$ cat src/rtl/gray_binarize_adaptive_pkg.sv
// Shared constants for the adaptive gray-to-binary stage: mode codes,
// divider state encoding and the accumulator width helper.
package gray_bin_pkg;

    typedef enum logic [1:0] {
        MODE_FIXED = 2'd0,
        MODE_HYST  = 2'd1,
        MODE_ADAPT = 2'd2
    } mode_e;

    typedef enum logic [1:0] {
        DIV_IDLE = 2'd0,
        DIV_LOAD = 2'd1,
        DIV_DIV  = 2'd2,
        DIV_DONE = 2'd3
    } div_state_e;

    function automatic int sum_w(input int data_w, input int cnt_w);
        return data_w + cnt_w;
    endfunction

endpackage

$ cat src/rtl/gray_binarize_adaptive_if.sv
// Pixel stream and control bus between the grayscale converter, the
// binarizer and the display/storage path.
interface gray_bin_if #(parameter int DATA_W = 10);

    logic              iFVAL;
    logic              iDVAL;
    logic [DATA_W-1:0] iDATA;
    logic [1:0]        iMODE;
    logic [DATA_W-1:0] iTHRESH;
    logic [DATA_W-1:0] iHYST;
    logic              oDVAL;
    logic [DATA_W-1:0] oDATA;
    logic [DATA_W-1:0] oTHRESH;
    logic              oBUSY;

    modport master (
        output iFVAL, iDVAL, iDATA, iMODE, iTHRESH, iHYST,
        input  oDVAL, oDATA, oTHRESH, oBUSY
    );

    modport slave (
        input  iFVAL, iDVAL, iDATA, iMODE, iTHRESH, iHYST,
        output oDVAL, oDATA, oTHRESH, oBUSY
    );

endinterface

$ cat src/rtl/gray_binarize_adaptive_div.sv
// Unsigned restoring divider, one quotient bit per cycle, with start/busy/done
// handshake. A zero divisor returns to idle without producing a result.
module seq_divider_u
    import gray_bin_pkg::*;
#(
    parameter int DIVIDEND_W = 30,
    parameter int DIVISOR_W  = 20,
    parameter int QUOT_W     = 10
) (
    input  logic                  iCLK,
    input  logic                  iRST,
    input  logic                  start,
    input  logic [DIVIDEND_W-1:0] dividend,
    input  logic [DIVISOR_W-1:0]  divisor,
    output logic                  busy,
    output logic                  done,
    output logic [QUOT_W-1:0]     quotient
);

    localparam int STEP_W = $clog2(DIVIDEND_W + 1);

    div_state_e            state;
    logic [DIVIDEND_W-1:0] quo;
    logic [DIVISOR_W-1:0]  den;
    logic [DIVISOR_W-1:0]  rem;
    logic [STEP_W-1:0]     step;
    logic [DIVISOR_W:0]    rem_shift;
    logic [DIVISOR_W-1:0]  rem_sub;

    // The remainder stays below the divisor, so the low bits of the
    // subtraction are exact whenever the trial subtraction succeeds.
    assign rem_shift = {rem, quo[DIVIDEND_W-1]};
    assign rem_sub   = rem_shift[DIVISOR_W-1:0] - den;

    always_ff @(posedge iCLK or negedge iRST) begin
        if (!iRST) begin
            state    <= DIV_IDLE;
            quo      <= '0;
            den      <= '0;
            rem      <= '0;
            step     <= '0;
            busy     <= 1'b0;
            done     <= 1'b0;
            quotient <= '0;
        end else begin
            done <= 1'b0;
            case (state)
                DIV_IDLE: begin
                    if (start) begin
                        quo   <= dividend;
                        den   <= divisor;
                        rem   <= '0;
                        busy  <= (divisor != '0);
                        state <= DIV_LOAD;
                    end
                end
                DIV_LOAD: begin
                    if (den == '0) begin
                        state <= DIV_IDLE;
                    end else begin
                        step  <= STEP_W'(DIVIDEND_W - 1);
                        state <= DIV_DIV;
                    end
                end
                DIV_DIV: begin
                    if (rem_shift >= {1'b0, den}) begin
                        rem <= rem_sub;
                        quo <= {quo[DIVIDEND_W-2:0], 1'b1};
                    end else begin
                        rem <= rem_shift[DIVISOR_W-1:0];
                        quo <= {quo[DIVIDEND_W-2:0], 1'b0};
                    end
                    if (step == '0) begin
                        busy  <= 1'b0;
                        state <= DIV_DONE;
                    end else begin
                        step <= step - STEP_W'(1);
                    end
                end
                DIV_DONE: begin
                    quotient <= quo[QUOT_W-1:0];
                    done     <= 1'b1;
                    state    <= DIV_IDLE;
                end
                default: state <= DIV_IDLE;
            endcase
        end
    end

endmodule

$ cat src/rtl/gray_binarize_adaptive.sv
// Gray-to-binary stage with fixed, hysteresis and adaptive (previous-frame
// mean) thresholds; the mean is divided out during vertical blanking.
module gray_binarize_adaptive
    import gray_bin_pkg::*;
#(
    parameter int DATA_W      = 10,
    parameter int CNT_W       = 20,
    parameter int THRESH_INIT = 500
) (
    input logic       iCLK,
    input logic       iRST,
    gray_bin_if.slave bus
);

    localparam int                SUM_W   = sum_w(DATA_W, CNT_W);
    localparam logic [DATA_W-1:0] ONES    = '1;
    localparam logic [CNT_W-1:0]  CNT_MAX = '1;

    logic              fval_d;
    logic              dval_d;
    logic [1:0]        mode_r;
    logic              hyst_s;
    logic              dval_q;
    logic [DATA_W-1:0] data_q;
    logic [DATA_W-1:0] thresh_r;
    logic [DATA_W-1:0] pending;
    logic              pending_valid;
    logic [SUM_W-1:0]  sum;
    logic [CNT_W-1:0]  cnt;

    logic              fval_rise;
    logic              fval_fall;
    logic              dval_rise;
    logic [1:0]        mode_cur;
    logic [DATA_W:0]   hi_sum;
    logic [DATA_W-1:0] hi;
    logic [DATA_W-1:0] lo;
    logic              s_base;
    logic              s_next;
    logic              pix_bit;
    logic [SUM_W-1:0]  sum_base;
    logic [CNT_W-1:0]  cnt_base;

    logic              div_busy;
    logic              div_done;
    logic [DATA_W-1:0] div_quot;

    // A pixel arriving on the frame-start cycle already uses the new mode
    // and fresh accumulators, so those bypass their registers here.
    always_comb begin
        fval_rise = bus.iFVAL & ~fval_d;
        fval_fall = ~bus.iFVAL & fval_d;
        dval_rise = bus.iDVAL & ~dval_d;
        mode_cur  = fval_rise ? bus.iMODE : mode_r;
        sum_base  = fval_rise ? '0 : sum;
        cnt_base  = fval_rise ? '0 : cnt;

        hi_sum = {1'b0, bus.iTHRESH} + {1'b0, bus.iHYST};
        hi     = hi_sum[DATA_W] ? ONES : hi_sum[DATA_W-1:0];
        lo     = (bus.iTHRESH > bus.iHYST) ? (bus.iTHRESH - bus.iHYST) : '0;

        s_base = dval_rise ? 1'b0 : hyst_s;
        s_next = s_base;
        if (!s_base && (bus.iDATA > hi)) begin
            s_next = 1'b1;
        end else if (s_base && (bus.iDATA < lo)) begin
            s_next = 1'b0;
        end

        case (mode_cur)
            MODE_HYST:  pix_bit = s_next;
            MODE_ADAPT: pix_bit = (bus.iDATA > thresh_r);
            default:    pix_bit = (bus.iDATA > bus.iTHRESH);
        endcase
    end

    always_ff @(posedge iCLK or negedge iRST) begin
        if (!iRST) begin
            fval_d        <= 1'b0;
            dval_d        <= 1'b0;
            mode_r        <= MODE_FIXED;
            hyst_s        <= 1'b0;
            dval_q        <= 1'b0;
            data_q        <= '0;
            thresh_r      <= DATA_W'(THRESH_INIT);
            pending       <= '0;
            pending_valid <= 1'b0;
            sum           <= '0;
            cnt           <= '0;
        end else begin
            fval_d <= bus.iFVAL;
            dval_d <= bus.iDVAL;
            dval_q <= bus.iDVAL;
            data_q <= pix_bit ? ONES : '0;

            if (bus.iDVAL) hyst_s <= s_next;
            if (fval_rise) mode_r <= bus.iMODE;

            if (fval_fall) begin
                sum <= '0;
                cnt <= '0;
            end else if (bus.iFVAL && bus.iDVAL && (cnt_base != CNT_MAX)) begin
                sum <= sum_base + SUM_W'(bus.iDATA);
                cnt <= cnt_base + CNT_W'(1);
            end else begin
                sum <= sum_base;
                cnt <= cnt_base;
            end

            // A result finishing on a frame-start cycle waits for the next frame.
            if (fval_rise && pending_valid) begin
                thresh_r      <= pending;
                pending_valid <= 1'b0;
            end
            if (div_done) begin
                pending       <= div_quot;
                pending_valid <= 1'b1;
            end
        end
    end

    seq_divider_u #(
        .DIVIDEND_W(SUM_W),
        .DIVISOR_W (CNT_W),
        .QUOT_W    (DATA_W)
    ) u_div (
        .iCLK    (iCLK),
        .iRST    (iRST),
        .start   (fval_fall),
        .dividend(sum),
        .divisor (cnt),
        .busy    (div_busy),
        .done    (div_done),
        .quotient(div_quot)
    );

    assign bus.oDVAL   = dval_q;
    assign bus.oDATA   = data_q;
    assign bus.oTHRESH = thresh_r;
    assign bus.oBUSY   = div_busy;

endmodule

$ cat src/flat_wrapper.sv
// flat-port wrapper written by rule: the top's interface ports become plain ports
module gray_binarize_adaptive_flat import gray_bin_pkg::*;
#(
    parameter int DATA_W      = 10,
    parameter int CNT_W       = 20,
    parameter int THRESH_INIT = 500
)
  (iCLK, iRST, bus_iFVAL, bus_iDVAL, bus_iDATA, bus_iMODE, bus_iTHRESH, bus_iHYST, bus_oDVAL, bus_oDATA, bus_oTHRESH, bus_oBUSY);
  gray_bin_if #(.DATA_W(DATA_W)) bus_i ();
  input logic iCLK;
  input logic iRST;
  input wire logic [$bits(bus_i.iFVAL)-1:0] bus_iFVAL;
  input wire logic [$bits(bus_i.iDVAL)-1:0] bus_iDVAL;
  input wire logic [$bits(bus_i.iDATA)-1:0] bus_iDATA;
  input wire logic [$bits(bus_i.iMODE)-1:0] bus_iMODE;
  input wire logic [$bits(bus_i.iTHRESH)-1:0] bus_iTHRESH;
  input wire logic [$bits(bus_i.iHYST)-1:0] bus_iHYST;
  output wire logic [$bits(bus_i.oDVAL)-1:0] bus_oDVAL;
  output wire logic [$bits(bus_i.oDATA)-1:0] bus_oDATA;
  output wire logic [$bits(bus_i.oTHRESH)-1:0] bus_oTHRESH;
  output wire logic [$bits(bus_i.oBUSY)-1:0] bus_oBUSY;
  assign bus_i.iFVAL = bus_iFVAL;
  assign bus_i.iDVAL = bus_iDVAL;
  assign bus_i.iDATA = bus_iDATA;
  assign bus_i.iMODE = bus_iMODE;
  assign bus_i.iTHRESH = bus_iTHRESH;
  assign bus_i.iHYST = bus_iHYST;
  assign bus_oDVAL = bus_i.oDVAL;
  assign bus_oDATA = bus_i.oDATA;
  assign bus_oTHRESH = bus_i.oTHRESH;
  assign bus_oBUSY = bus_i.oBUSY;
  gray_binarize_adaptive #(.DATA_W(DATA_W), .CNT_W(CNT_W), .THRESH_INIT(THRESH_INIT)) u_core (.iCLK(iCLK), .iRST(iRST), .bus(bus_i));
endmodule
$ cat config.mk
export PLATFORM = sky130hd
export DESIGN_NAME = gray_binarize_adaptive_flat
export DESIGN_NICKNAME = d
export VERILOG_FILES = /design/src/rtl/gray_binarize_adaptive_pkg.sv /design/src/rtl/gray_binarize_adaptive_if.sv /design/src/rtl/gray_binarize_adaptive_div.sv /design/src/rtl/gray_binarize_adaptive.sv /design/src/flat_wrapper.sv
export SDC_FILE = /design/constraint.sdc
export NUM_CORES = 1
export LEC_CHECK = 0
export ABC_AREA = 1
export CAP_MARGIN = 20
export CORE_MARGIN = 2
export CORE_UTILIZATION = 35
export CTS_CLUSTER_SIZE = 28
export DETAILED_ROUTE_END_ITERATION = 7
export PLACE_DENSITY = 0.58
export REMOVE_ABC_BUFFERS = 1
export SLEW_MARGIN = 20
export SYNTH_ARGS = -nofsm -noshare
export SYNTH_HDL_FRONTEND = slang
export SYNTH_HIERARCHICAL = 1
export SYNTH_SLANG_ARGS = --single-unit
$ cat constraint.sdc
create_clock -name iCLK -period 6.76 [get_ports iCLK]
set_clock_uncertainty 0.1 [all_clocks]
set_input_delay 1.352 -clock iCLK [delete_from_list [all_inputs] [get_ports iCLK]]
set_output_delay 1.352 -clock iCLK [all_outputs]
set_load 0.01 [all_outputs]
==> reports/qor.txt, run 1 <==
Initial Util - 35.4%
Die area - 0.0363 mm²
FILL cells - 3,611
TritonCTS clock tree - yes
Hold/Removal Path Class - reg -> reg
CP required - 6.98 ns
Final setup TNS - 0 ns
Die Height - 190 µm
CP max stage cell - clkdlybuf4s50_1
Synth top area share - 32.9%
Port bufs - 57
Initial DRT Pass Iterations - 5
Final ANT Viol Nets - 0
Top cells by count, synth - nand2_1, inv_1, nor2_1
Area growth, synth to finish - 12.0%
Initial detailed-routing violation count - 703
Worst EP arrival - 4.86 ns
First-pass GRT wire length - 56,000 µm
Mapped Cells - 1,724
Yosys top cell by area - dfrtp_1
Clk_lat worst skew - 0.43 ns
Highest clock rate - 216 MHz
Dpl cell area - 0.0130 mm²
Critical Path Source Type - input pin
Via/cell ratio - 4.99
Seq/Total Area, Yosys - 34.2%
Synth area leaders - dfrtp_1, nand2_1, ha_1
Per-cell routed wire length - 15.2 µm
Outcome - finished, final reports clean
Critical path's largest stage delay - 0.58 ns
Pleak - 6.60 nW
Netlist cell types - 53
Largest net degree at the start of global routing - 112
Total wire length - 33,700 µm
Max-slew headroom - 28.8%
Count leader, synth - nand2_1
Core area - 0.0344 mm²
Avg Inst Size Synth - 7.06 µm²
Most numerous cell on the critical path - nand2_1
Pin slew with the least headroom to its limit - 1.07 ns
Vias after detailed routing - 11,100
Detailed Place HPWL - 25,200 µm
Critical path class - in -> reg
Final hold vios - 0
Unrepaired setup endpoints after global routing - no
Syn. warnings - 6
Setup violators final - 0
Period utilization - 68.6%
Global route overflow - 0
Asr flop ratio synth - 100%
Post-CTS sizing - 0
N_diodes - 0
Cell area power density - 379 mW/mm²
# clock sinks - 166
Delay-heaviest family, CP - simple AND/OR/NAND/NOR gates
R2R setup slack - 3.30 ns
Maxcap violations - 0
Row count - 68
EDFF count, synth - 0
Die width - 190 µm
WP buf/inv - 4
Total Nets Final - 1,879
Post-Syn Area - 0.0122 mm²
CP Capture Type - flip-flop
Pins over their slew limit - 0
Antenna violations before repair - 0
Clock root buffer - clkbuf_16
Worst Path Max Fanout - 9
Fin cells - 2,213
Post-synthesis register bit count - 166
# DRC - 0
Routability cong. - 0.894
Clock-pin slew of the registers on the worst-case setup and hold paths - 0.07 ns
GRT Total Usage - 19.5%
Cell Chain, Critical Path - clkdlybuf4s50_1 > inv_1 > fa_1 > inv_1 > nand3_1 > nand2_1 > a21boi_1 > o21ai_0 > nand2_1 > a21oi_1 > nor2_1 > inv_2 > nor2_1 > ha_1 > nand2_1 > nor2_1 > nand4_1 > o22ai_1 > nand2_1 > nand3_1 > nand2_1 > nand2_1 > nand2_1
Design Area, Final - 0.0136 mm²
Vias in the first global route - 10,700
Ys flop type - dfrtp_1
Post-route minimum period - 4.64 ns
Hold buffer count at cts - 0
Clock Path Buffers - 2
Maximum VDD drop - 0.275 mV
Share of cells above drive strength 1 - 6.09%
Level count of the clock H-tree - 4
WHS - 0.377 ns
Placed Instances - 2,181
Setup Buffers After CTS - 0
Io pins - 58
CTS buffer count - 17
==> area by class of cell <==
cell class	count	area [µm²]	area share, %
Clock buffer	19	443	3.25
Clock inverter	13	148	1.08
Sequential cell	166	4160	30.5
Tap cell	455	569	4.18
Inverter	251	942	6.91
Timing Repair Buffer	65	634	4.65
Multi-Input combinational cell	1244	6730	49.4
==> path summary, 6_finish.rpt <==
check | endpoint | start | depth (start not counted)
setup / recovery | u_core/bus.oDATA[8] | bus_iTHRESH[1] | 23
setup reg to reg | u_core/sum[22] | u_core/fval_d | 13
hold reg to reg | u_core/pending[6] | u_core/u_div/quotient[6] | 2
max in group asynchronous | u_core/u_div/quo[18] | iRST | 2
min in group asynchronous | u_core/bus.oTHRESH[1] | iRST | 1
hold / removal | u_core/pending[6] | u_core/u_div/quotient[6] | 2
==> power by group <==
part / switching, mW / total [mW] / internal [mW]
sequential: 0.203 / 1.52 / 1.32
combinational: 1.70 / 2.66 / 0.956
clock: 0.427 / 0.986 / 0.559
==> state kept, by name (all words and copies together), names as in the netlist, 10 cells and up, named ones only <==
signal                 count
u_core/bus.oTHRESH        10
u_core/cnt                20
u_core/pending            10
u_core/sum                30
u_core/u_div/den          20
u_core/u_div/quo          30
u_core/u_div/quotient     10
u_core/u_div/rem          20
==> layer usage <==
metal | wire, µm | share of wire (%) | track usage [%]
met1 | 16700 | 50 | 28.0
met2 | 15000 | 44 | 30.8
met3 | 1510 | 4.5 | 2.65
met4 | 516 | 1.5 | 4.86
met5 | 0 | 0 | 0
==> worst reg2reg max path: stages (launching register included) <==
cell	delay [ns]
dfrtp_1	0.39
nor2_2	0.26
buf_4	0.38
nor2_1	0.12
nand2_1	0.14
nor2_4	0.08
nand4_1	0.08
nand2_2	0.27
inv_2	0.75
nand2_2	0.24
nor2_1	0.30
nand3_1	0.13
nand2_1	0.08
nor2_1	0.06
==> cell usage in the layout, fill, tap and decap left out, types with 6 or more instances in the layout <==
cell             instances
nor3_1                  22
inv_2                    7
nand4_1                 26
nand3b_1                10
or2_2                    9
o22ai_1                 13
buf_4                    8
nand3_1                105
a21oi_1                115
xnor2_1                 16
clkdlybuf4s50_1         56
nor4_1                  11
nor2_1                 166
dfstp_2                  6
o21a_1                   7
nand2_1                426
dfrtp_1                160
xor2_1                  18
o21ai_0                126
nor2_2                   9
clkbuf_16               17
nand2_2                 15
ha_1                    94
inv_1                  244
==> cell families (layout without fill, tap and decap cells) <==
kind of cell | Yosys count | count (layout) | share of synthesized area [%]
AO/OA/AOI/OAI | 292 | 292 | 13.0
XOR/XNOR | 34 | 34 | 2.45
adder cells (fa/ha/maj) | 98 | 98 | 10.3
buffers and inverters | 314 | 348 | 10.6
flip-flops | 166 | 166 | 34.2
multiplexers | 1 | 1 | 0.0925
AND/OR/NAND/NOR | 819 | 819 | 29.3
==> metrics by stage <==
stage / setup WS, ns / utilization (%) / power, mW
2_1_floorplan: 0.923 / - / 3.38
3_3_place_gp: 1.84 / 37.9 / 4.17
3_5_place_dp: 1.71 / 37.9 / 4.20
4_1_cts: 2.15 / 39.6 / 5.21
5_1_grt: 1.63 / 39.7 / 5.70
6_report: 2.12 / 39.7 / 5.17
(Power assumes the default switching activity.)
==> inputs of run 2 (changes only) <==
Settings changed: PLACE_DENSITY 0.58 to 0.6.
Clock period 6.76 ns to 3.74 ns, I/O delays scaled along.
==> run 2 against run 1 <==
  * Critical path depth is 2 higher
  * Largest cell class unchanged
  * Sequential share of layout area is 2.1 points lower
  * Global-route usage is 0.60 points higher
  * Total power is 86% higher
==> reports/qor.txt, run 2 (synthesis gave the netlist of run 1 again) <==
Outcome - finished, final reports clean
Commonest cells after routing, fill and taps aside - nand2_1, inv_1, nor2_1
Seq pwr share - 28.7% (-0.8 points)
Net load switching power - 4.28 mW (+83%)
TritonCTS clock tree - yes
Clock share of power - 19.3% (+0.2 points)
Hold buffer count at cts - 0 (unchanged)
Max-slew headroom - 29.1% (+0.27 points)
Io pins - 58 (unchanged)
Critical path's largest stage delay - 0.49 ns (-0.09 ns)
# clock sinks - 166 (unchanged)
Worst EP arrival - 3.78 ns (-1.08 ns)
Final setup TNS - 0 ns (unchanged)
Vias after detailed routing - 11,500 (+4.4%)
CTS buffer count - 17 (unchanged)
Area growth, synth to finish - 20.3%
Pin slew with the least headroom to its limit - 1.06 ns (-0.00408 ns)
Combinational share of power - 52.0% (+0.6 points)
First-pass GRT wire length - 58,000 µm (+3.6%)
Commonest non-fill, non-tap cell in the layout - nand2_1
Critical Path Source Type - input pin
Level count of the clock H-tree - 4 (unchanged)
Clock root buffer - clkbuf_16
Share of cells above drive strength 1 - 13.3% (+7.2 points)
Row count - 68 (unchanged)
Die area - 0.0363 mm² (unchanged)
Critical path class - in -> reg
Per-cell routed wire length - 15.1 µm (-0.66%)
CP required - 3.97 ns (-3.01 ns)
Detailed Place HPWL - 26,800 µm (+6.3%)
Initial detailed-routing violation count - 860 (+22%)
Core area - 0.0344 mm² (unchanged)
# DRC - 0 (unchanged)
Pleak - 7.21 nW (+9.2%)
Port bufs - 57 (unchanged)
Initial DRT Pass Iterations - 5 (unchanged)
Via/cell ratio - 4.96 (-0.58%)
Global route overflow - 0 (unchanged)
CP max stage cell - clkdlybuf4s50_1
Final ANT Viol Nets - 0 (unchanged)
Clk_lat worst skew - 0.44 ns (about the same)
Biggest registers after layout - u_core/sum x30, u_core/u_div/quo x30
Pins over their slew limit - 0 (unchanged)
Routability cong. - 0.947 (+5.9%)
CP Capture Type - flip-flop
Total Nets Final - 1,989 (+5.9%)
Setup crit start - bus_iHYST[3]
Sw Ratio - 44.5% (-0.63 points)
Final Total Pwr - 9.62 mW (+86%)
Most numerous cell on the critical path - nand2_1
Die width - 190 µm (unchanged)
Worst r2r src - u_core/fval_d
Post-route minimum period - 3.55 ns
Period utilization - 94.9%
Initial Util - 35.4% (unchanged)
FILL cells - 3,559 (-1.4%)
Antenna violations before repair - 1 (+1)
R2R setup slack - 0.89 ns (-2.41 ns)
Worst Path Max Fanout - 7 (-2)
Hold/Removal Path Class - in -> async
Total wire length - 35,200 µm (+4.3%)
Maximum VDD drop - 0.437 mV (+59%)
Final hold vios - 0 (unchanged)
Maxcap violations - 0 (unchanged)
Setup violators final - 0 (unchanged)
Highest clock rate - 282 MHz
Vias in the first global route - 11,200 (+5.1%)
Largest net degree at the start of global routing - 62 (-45%)
Clock-pin slew of the registers on the worst-case setup and hold paths - 0.07 ns (about the same)
Clock Path Buffers - 2 (unchanged)
Internal power contribution - 5.34 mW (+88%)
Die Height - 190 µm (unchanged)
GRT Total Usage - 20.1% (+0.60 points)
Cell area power density - 657 mW/mm² (+73%)
-- run 2: per-stage QoR --
stage | setup WS, ns | cell area, µm² | hold WS (ns) | instances | util, %
6_report | 0.190 | 14600 | 0.160 | 2324 | 42.6
3_3_place_gp | -0.564 | 13800 | 0.360 | 2279 | 40.1
4_1_cts | 0.000345 | 14500 | 0.178 | 2320 | 42.1
5_1_grt | -0.0387 | 14600 | 0.190 | 2324 | 42.6
3_5_place_dp | -0.596 | 13800 | 0.366 | 2279 | 40.1
2_1_floorplan | -1.49 | 11800 | 0.343 | 1661 | -
-- run 2: critical path: cells and delay by family --
kind                       cells  cell delay [ns]
and+or+nand+nor               11             0.83
buffers and inverters          5             0.84
adders and majority gates      2             0.54
AOI/OAI and AO/OA              7             0.81
-- run 2: layout make-up --
type / instances / area [µm²] / share of cell area (%)
Sequential cell: 166 / 4160 / 28.4
Inverter: 251 / 942 / 6.43
Tap cell: 455 / 569 / 3.89
Timing Repair Buffer: 175 / 1490 / 10.2
Multi-Input combinational cell: 1244 / 6860 / 46.9
Clock inverter: 12 / 166 / 1.14
Clock buffer: 20 / 447 / 3.05
Antenna cell: 1 / 2.50 / 0.0171
-- run 2: per-layer routing --
metal  part of all wire, %  vias to the layer above  track usage (%)
met1                    49                     5426             28.1
li1                      -                     5827                -
met3                   3.9                       44             2.74
met2                    45                      240             32.2
met4                   1.9                        0             6.11
met5                     0                        -                0
-- run 2: what timing repair did --
item | in CTS | in global routing
pin swaps | 6 | 18
buffers inserted | 9 | 3
cloned | 0 | 0
gates resized for setup | 3 | 43
hold endpoints to repair | 0 | 0
endpoints found under the setup margin | 2 | 2
-- run 2: power by group through the flow --
stage	Sequential [mW]	Combinational [mW]	Clock, mW
floorplan	2.72	3.39	0
global placement	2.77	4.84	0
detailed placement	2.79	4.92	0
CTS	2.76	4.97	1.90
global route	2.83	5.69	1.98
finish	2.76	5.01	1.86
-- run 2: path summary, 6_finish.rpt --
path / endpoint / cells after the start
setup / recovery: u_core/bus.oDATA[8] / 25
hold / removal: u_core/u_div/quotient[3] / 1
hold reg to reg: u_core/hyst_s / 2
max in group asynchronous: u_core/bus.oTHRESH[7] / 2
setup reg to reg: u_core/sum[25] / 14
min in group iCLK: u_core/hyst_s / 2
==> inputs of run 3 (changes only) <==
Settings changed: SETUP_SLACK_MARGIN set to 0.15.
==> run 3 against run 2 <==
  * Sequential share of layout area fell by 0.15 points
  * Critical path depth fell by 4
  * Register-to-register slack improved by 0.06 ns
  * Worst hold slack got worse by 0.00079 ns
  * Die area did not move
  * First-iteration DRC count fell by 5.0%
  * Cell area rose by 0.52%
  * Largest power group unchanged
  * Highest routed layer unchanged
  * Total power rose by 0.19%
  * Sequential power barely moved
  * Clock power barely moved
  * Combinational power barely moved
  * Critical endpoint unchanged
==> reports/qor.txt, run 3 (synthesis gave the netlist of run 1 again) <==
# DRC - 0 (unchanged)
Vias after detailed routing - 11,500 (unchanged)
Max-slew headroom - 30.2% (+1.1 points)
Die Height - 190 µm (unchanged)
Vias in the first global route - 11,300 (+0.59%)
Io pins - 58 (unchanged)
Multi-input logic area - 0.00692 mm² (+0.82%)
Level count of the clock H-tree - 4 (unchanged)
Routability cong. - 0.947 (unchanged)
Critical path's largest stage delay - 0.49 ns (about the same)
Period utilization - 91.8% (-3.2 points)
Total Nets Final - 1,992 (+0.15%)
Cell Chain, Critical Path - clkdlybuf4s50_1 > inv_1 > ha_1 > nand2_1 > nor2_1 > buf_4 > nand3_1 > nand3_1 > nand2_2 > buf_4 > or2_2 > ha_1 > nand2_1 > o21a_1 > o221ai_1 > inv_1 > nand2_1 > nand3_1 > nand2_1 > nand2_1 > nand2_1
Clock root buffer - clkbuf_16
Commonest non-fill, non-tap cell in the layout - nand2_1
Worst Path Max Fanout - 5 (-2)
Worst EP arrival - 3.71 ns (-0.07 ns)
Final Total Pwr - 9.64 mW (+0.19%)
Register Area - 0.00416 mm² (unchanged)
Maxcap violations - 0 (unchanged)
CP required - 4.02 ns (+0.05 ns)
Setup violators final - 0 (unchanged)
Detailed Place HPWL - 26,800 µm (unchanged)
Clock-pin slew of the registers on the worst-case setup and hold paths - 0.07 ns (about the same)
CTS buffer count - 17 (unchanged)
Design Area, Final - 0.0147 mm² (+0.52%)
Dpl cell area - 0.0138 mm² (unchanged)
CP Capture Type - flip-flop
Hold buffer count at cts - 0 (unchanged)
TritonCTS clock tree - yes
Reg-to-reg endpoint - u_core/sum[26]
WHS - 0.160 ns (-0.000786 ns)
Setup WS post-layout - 0.308 ns (+0.119 ns)
Place WS - -0.596 ns (unchanged)
Critical path class - in -> reg
Biggest registers after layout - u_core/sum x30, u_core/u_div/quo x30
R2R setup slack - 0.95 ns (+0.06 ns)
Final hold vios - 0 (unchanged)
Initial detailed-routing violation count - 817 (-5.0%)
Maximum VDD drop - 0.436 mV (-0.26%)
Pins over their slew limit - 0 (unchanged)
Per-cell routed wire length - 15.2 µm (+0.32%)
FF-to-FF path depth - 15 (+1)
Global route overflow - 0 (unchanged)
Cell area power density - 655 mW/mm² (-0.33%)
Final setup TNS - 0 ns (unchanged)
Worst r2r src - u_core/fval_d
Die area - 0.0363 mm² (unchanged)
Row count - 68 (unchanged)
Area growth, synth to finish - 20.9%
Unrepaired setup endpoints after global routing - yes
Core area - 0.0344 mm² (unchanged)
CP max stage cell - clkdlybuf4s50_1
First-pass GRT wire length - 58,400 µm (+0.54%)
GRT Total Usage - 20.2% (+0.10 points)
Antenna violations before repair - 1 (unchanged)
Hold/Removal Path Class - in -> async
Initial DRT Pass Iterations - 5 (unchanged)
Highest clock rate - 291 MHz (+3.5%)
Most numerous cell on the critical path - nand2_1
Share of cells above drive strength 1 - 14.1% (+0.78 points)
Pin slew with the least headroom to its limit - 1.05 ns (-0.0163 ns)
Outcome - finished, final reports clean
Final ANT Viol Nets - 0 (unchanged)
Port bufs - 57 (unchanged)
Clock Path Buffers - 2 (unchanged)
FILL cells - 3,549 (-0.28%)
Total wire length - 35,300 µm (+0.45%)
Clk_lat worst skew - 0.44 ns (about the same)
# clock sinks - 166 (unchanged)
Largest net degree at the start of global routing - 62 (unchanged)
Critical Path Source Type - input pin
Initial Util - 35.4% (unchanged)
Via/cell ratio - 4.96 (-0.13%)
Die width - 190 µm (unchanged)
Pleak - 7.26 nW (+0.66%)
Commonest cells after routing, fill and taps aside - nand2_1, inv_1, nor2_1
Post-route minimum period - 3.43 ns (-0.119 ns)
## run 3: what timing repair did
action,4_1_cts,5_1_grt
endpoints found under the setup margin,2,3
pin swaps,10,19
resized for setup,15,53
cloned,0,0
setup buffers,13,2
hold endpoints to repair,0,0
## run 3: routing by layer
layer | global-route usage [%] | part of all wire [%]
met5 | 0 | 0
met4 | 6.26 | 2.2
met3 | 2.82 | 3.4
met2 | 32.3 | 45
met1 | 28.1 | 49
## run 3: worst max path at each step
stage	start	to	slack (ns)	cells after the start
global route	bus_iTHRESH[0]	u_core/bus.oDATA[8]	0.09	25
finish	bus_iHYST[9]	u_core/bus.oDATA[8]	0.31	21
global placement	bus_iTHRESH[0]	u_core/bus.oDATA[8]	-0.56	24
detailed placement	bus_iTHRESH[0]	u_core/bus.oDATA[8]	-0.60	24
floorplan	bus_iFVAL	u_core/u_div/quo[0]	-1.49	6
CTS	bus_iHYST[2]	u_core/bus.oDATA[8]	0.17	25
## run 3: cell type report
class	count	area share (%)
multi-input combinational	1244	47.0
sequential	166	28.3
timing repair buffer	178	10.3
inverter	251	6.40
tap	455	3.87
clock buffer	20	3.03
clock inverter	12	1.13
antenna	1	0.0170
## run 3: per-stage QoR
stage / instances / utilization [%]
finish: 2327 / 42.8
global placement: 2279 / 40.1
floorplan: 1661 / -
global route: 2327 / 42.8
detailed placement: 2279 / 40.1
CTS: 2324 / 42.3
## run 3: report_power, final
part / leakage (nW) / switching [mW] / internal, mW
Sequential: 2.11 / 0.369 / 2.39
Combinational: 4.85 / 3.15 / 1.88
Clock: 0.298 / 0.777 / 1.08
## run 3: critical path: cells and delay by family
kind,cells,cell delay (ns)
buffers and inverters,5,0.89
and+or+nand+nor,12,1.15
adders and majority gates,2,0.55
AOI/OAI and AO/OA,2,0.36
